`src/rtl/sig_div_seq.sv`:
```
// sig_div_seq: iterative restoring divider for normalized significands, one quotient bit per clock
module sig_div_seq #(
    parameter int NEXP = 8,
    parameter int NSIG = 7
) (
    input  logic          clk,
    input  logic          rst_n,
    input  logic          in_valid,
    output logic          in_ready,
    input  logic [NSIG:0] a_sig,
    input  logic [NSIG:0] b_sig,
    output logic          out_valid,
    input  logic          out_ready,
    output logic [NSIG+1:0] q,
    output logic          sticky,
    output logic          err
);
    localparam int CW = $clog2(NSIG + 3);

    if (NEXP < 1) begin : g_nexp_chk
        $error("NEXP must be positive");
    end

    typedef enum logic [1:0] {IDLE, BUSY, DONE} state_t;

    state_t          state, state_nx;
    logic [NSIG+1:0] r, r_nx, q_nx, diff, sel;
    logic [NSIG:0]   b, b_nx;
    logic [CW-1:0]   cnt, cnt_nx;
    logic            sticky_nx, err_nx, qb;

    // state, operand and result registers; reset aborts any operation in flight
    always_ff @(posedge clk or negedge rst_n) begin
        if (!rst_n) begin
            state  <= IDLE;
            r      <= '0;
            b      <= '0;
            cnt    <= '0;
            q      <= '0;
            sticky <= 1'b0;
            err    <= 1'b0;
        end else begin
            state  <= state_nx;
            r      <= r_nx;
            b      <= b_nx;
            cnt    <= cnt_nx;
            q      <= q_nx;
            sticky <= sticky_nx;
            err    <= err_nx;
        end
    end

    // next-state and datapath: trial subtract, restore on negative, shift left
    always_comb begin
        state_nx  = state;
        r_nx      = r;
        b_nx      = b;
        cnt_nx    = cnt;
        q_nx      = q;
        sticky_nx = sticky;
        err_nx    = err;
        in_ready  = (state == IDLE);
        out_valid = (state == DONE);
        qb        = (r >= {1'b0, b});
        diff      = r - {1'b0, b};
        sel       = qb ? diff : r;
        case (state)
            IDLE: begin
                if (in_valid) begin
                    b_nx   = b_sig;
                    r_nx   = {1'b0, a_sig};
                    cnt_nx = CW'(NSIG + 2);
                    if (!b_sig[NSIG]) begin
                        q_nx      = '1;
                        sticky_nx = 1'b0;
                        err_nx    = 1'b1;
                        state_nx  = DONE;
                    end else begin
                        q_nx     = '0;
                        err_nx   = 1'b0;
                        state_nx = BUSY;
                    end
                end
            end
            BUSY: begin
                r_nx   = {sel[NSIG:0], 1'b0};
                q_nx   = {q[NSIG:0], qb};
                cnt_nx = cnt - CW'(1);
                if (cnt == CW'(1)) begin
                    sticky_nx = (r_nx != '0);
                    state_nx  = DONE;
                end
            end
            DONE: begin
                if (out_ready) state_nx = IDLE;
            end
            default: state_nx = IDLE;
        endcase
    end
endmodule

```
`config.mk`:
```
export PLATFORM = sky130hd
export DESIGN_NAME = sig_div_seq
export DESIGN_NICKNAME = d
export VERILOG_FILES = /design/src/rtl/sig_div_seq.sv
export SDC_FILE = /design/constraint.sdc
export NUM_CORES = 1
export LEC_CHECK = 0
export ABC_AREA = 1
export ABC_CLOCK_PERIOD_IN_PS = 1900
export CORE_MARGIN = 3
export CORE_UTILIZATION = 40
export DETAILED_ROUTE_END_ITERATION = 12
export HOLD_SLACK_MARGIN = 0.03
export PLACE_DENSITY = 0.65
export SLEW_MARGIN = 40
export SYNTH_ARGS = -nofsm -noshare
export SYNTH_HDL_FRONTEND = slang
export SYNTH_SLANG_ARGS = --single-unit
```
`constraint.sdc`:
```
create_clock -name clk -period 1.9 [get_ports clk]
set_clock_uncertainty 0.1 [all_clocks]
set_input_delay 0.38 -clock clk [delete_from_list [all_inputs] [get_ports clk]]
set_output_delay 0.38 -clock clk [all_outputs]
set_load 0.02 [all_outputs]
```
==> metrics.md <==
| Metric | Value |
|---|---|
| Critical path data arrival time | `approximately 2.1 ns` |
| Max transition margin | `70.3%` |
| Area Growth Syn to Fin | `53.2%` |
| Post-synth EDFFs | `0` |
| Startpoint Class | `register` |
| Routability Congestion | `0.800` |
| Worst Reg-to-Reg Cells | `12` |
| Critical path origin | `b[6]` |
| Hold_sp | `err` |
| CTS Hold Bufs | `0` |
| Ports | `33` |
| Sink Count | `34` |
| Failing checks | `setup timing` |
| HP Class | `reg -> reg` |
| CTS Buf Count | `5` |
| Syn Inst Count | `245` |
| Grt ovf | `0` |
| Placed Area | `2630 um^2` |
| CP dominant cell by count | `nand2_2` |
| Initial antenna violation count | `0` |
| Max Cap Viol | `0` |
| Final hold vios | `0` |
| Placed cell count | `370` |
| Critical path, cell by cell | `inv_2, ha_4, nand2_1, nand2_2, nand2_2, nand2_2, nor2_4, buf_12, nand2_8, buf_6, buf_4, a221o_2` |
| Htree depth | `2` |
| Worst path slowest cell | `dfrtp_1` |
| Port bufs | `32` |
| Site Rows | `25` |
| Die height | `77.0 um` |
| Final setup viols | `8` |
| Largest net degree at the start of global routing | `35` |
| Fin crit share | `108%` |
| DRT Wirelength | `5070 um` |
| Setup_tns | `-0.620 ns` |
| CTS tree | `done` |
| FMAX | `0.489 GHz` |
| Die X | `~77 um` |
| Area of the core | `~4800 um^2` |
| Crit path max fanout | `7` |
| Ant. Diodes | `0` |
| Syn_nets | `276` |
| Unique cell type count in the Yosys netlist | `30` |
| Initial cell density of the core | `about 42%` |
| Post-Syn Area | `~2000 um^2` |
| Via count | `1876` |
| Most common flop cell mapped by yosys | `dfrtp_1` |
| Vias in the first global route | `about 1900` |
| Total Routing Usage GR | `18.7%` |
| FFs w/ async S/R, synth | `100%` |
| Nets | `~360` |
| Die ar. | `5930 um^2` |
| Post-route insts no fill | `a little under 400` |
| Max incr delay on CP | `0.37 ns` |
| Max Slew Vio Count | `0` |
| Routed length per instance | `between 10 and 15 um` |
| Clock Pin Slew Worst Setup and Hold Paths | `0.08 ns` |
| DRC | `0` |
| #FFs+latches synth | `34` |
| Final HPWL DP | `3430 um` |
| First-pass DRT Iterations | `4` |
| Vias per inst | `around 4.8` |
| Avg Inst Size Synth | `8.24 um^2` |
| Post-route ant nets | `0` |
| Post-route minimum period | `2.04 ns` |
| YS warnings | `0` |
| CP required | `just under 2 ns` |
| Critical path capture point type | `register` |
| Layout cell share with drive strength beyond 1 | `33.1%` |
| Least-Margin Pin Slew | `about 0.44 ns` |
| Final Instance Area | `a little over 3000 um^2` |
| Reg2reg setup slack | `-0.14 ns` |
| Sequential area share after synthesis | `42.2%` |
| Worst R2R Start | `b[6]` |
| Clock buffer depth | `2` |
| Unrepaired setup endpoints after global routing | `true` |
| Status | `finished with violations` |
| Clk_lat worst skew | `0.29 ns` |
| Root Buffer | `clkbuf_8` |
| Setup ws final | `-0.144 ns` |
| First-pass GRT wire length | `about 8700 um` |
| WHS Path Cells | `2` |
| Setup Crit Path Kind | `reg -> reg` |
| First DRT Iteration DRCs | `116` |
cell families after synthesis:
kind of cell	synth area share [%]
buf+inv	8.12
fa+ha+maj	7.19
flops	42.2
simple gates	29.3
compound gates	11.9
xor+xnor	1.30
layer usage:
metal	vias to the layer above	share of wire [%]	track usage [%]	routed length, um
li1	954	-	-	-
met1	877	45	22.8	2270
met2	35	49	31.9	2470
met3	10	4.2	4.34	211
met4	0	2.4	7.47	121
met5	-	0	0	0
Yosys cell counts (4+ instances only):
cell type | number | area (um^2)
nand2_1 | 69 | 259
dfrtp_1 | 34 | 851
inv_1 | 32 | 120
nand3_1 | 15 | 75.1
o21ai_0 | 13 | 65.1
nor2_1 | 12 | 45.0
ha_1 | 10 | 125
nand2_2 | 9 | 56.3
a221o_1 | 8 | 80.1
inv_2 | 5 | 18.8
o211ai_1 | 5 | 37.5
nor2_4 | 4 | 45.0
critical path: cells and delay by family (launching register included):
family                     cells  cell delay (ns)
and+or+nand+nor                6             0.43
DFF                            1             0.37
adders and majority gates      1             0.22
AOI/OAI and AO/OA              1             0.32
buffers and inverters          4             0.47
layout by cell type (no fill, tap or decap):
cell / netlist / layout
nand3_4: 1 / 1
a221o_2: 1 / 1
a21oi_1: 3 / 3
dfrtp_1: 34 / 34
buf_12: 0 / 2
nor3_4: 0 / 1
nor2_1: 12 / 11
dlygate4sd2_1: 0 / 2
nor2_2: 2 / 2
ha_1: 10 / 2
inv_4: 0 / 1
nand2_8: 1 / 2
nand2_1: 69 / 64
bufinv_16: 0 / 2
or2_4: 1 / 1
o211ai_1: 5 / 5
o21ai_0: 13 / 13
nor2_4: 4 / 5
clkinv_1: 1 / 1
nand2_4: 2 / 3
inv_1: 32 / 24
xnor2_1: 3 / 3
fa_2: 0 / 1
nand3_1: 15 / 13
inv_2: 5 / 12
nand2_2: 9 / 12
nand3b_1: 1 / 1
o31ai_1: 1 / 1
nand3_2: 0 / 2
clkdlybuf4s50_1: 0 / 30
buf_4: 0 / 42
ha_4: 0 / 8
a221o_1: 8 / 8
buf_6: 0 / 2
clkbuf_8: 0 / 6
o221ai_2: 0 / 2
nand4_1: 2 / 2
o22ai_1: 1 / 1
layout make-up:
cell class	instances	area, um^2
multi-input combinational	168	1170
inverter	38	145
sequential	34	851
fill	395	1690
clock inverter	2	60.1
tap	67	83.8
clock buffer	6	82.6
timing repair buffer	78	696
metrics by stage:
stage | util [%] | hold WS, ns | setup WS (ns)
global route | 64.6 | 0.427 | -0.282
detailed placement | 55.0 | 0.364 | -0.175
CTS | 64.0 | 0.385 | -0.129
floorplan | - | -0.0156 | 0.0154
global placement | 55.0 | 0.363 | -0.170
finish | 64.6 | 0.378 | -0.144
timing repair:
item	4_1_cts	5_1_grt
pin swaps	10	4
endpoints found under the hold margin	0	0
cloned	0	0
setup buffers	12	3
gates resized for setup	35	4
setup endpoints to repair	11	10
final timing paths:
| path | endpoint |
|---|---|
| max in group asynchronous | b[1] |
| min in group asynchronous | q[5] |
| worst max register to register | q[0] |
| worst min register to register | err |
| worst max-delay path | q[0] |
| worst min-delay path | err |
flip-flops by register name (all words and copies together) (netlist names):
name and count:
state 2, r 9, b 8, q 9, cnt 4, sticky 1, err 1
Power is not shown: default switching activity piles up to over one toggle a cycle in this logic, so the estimate is an artifact.
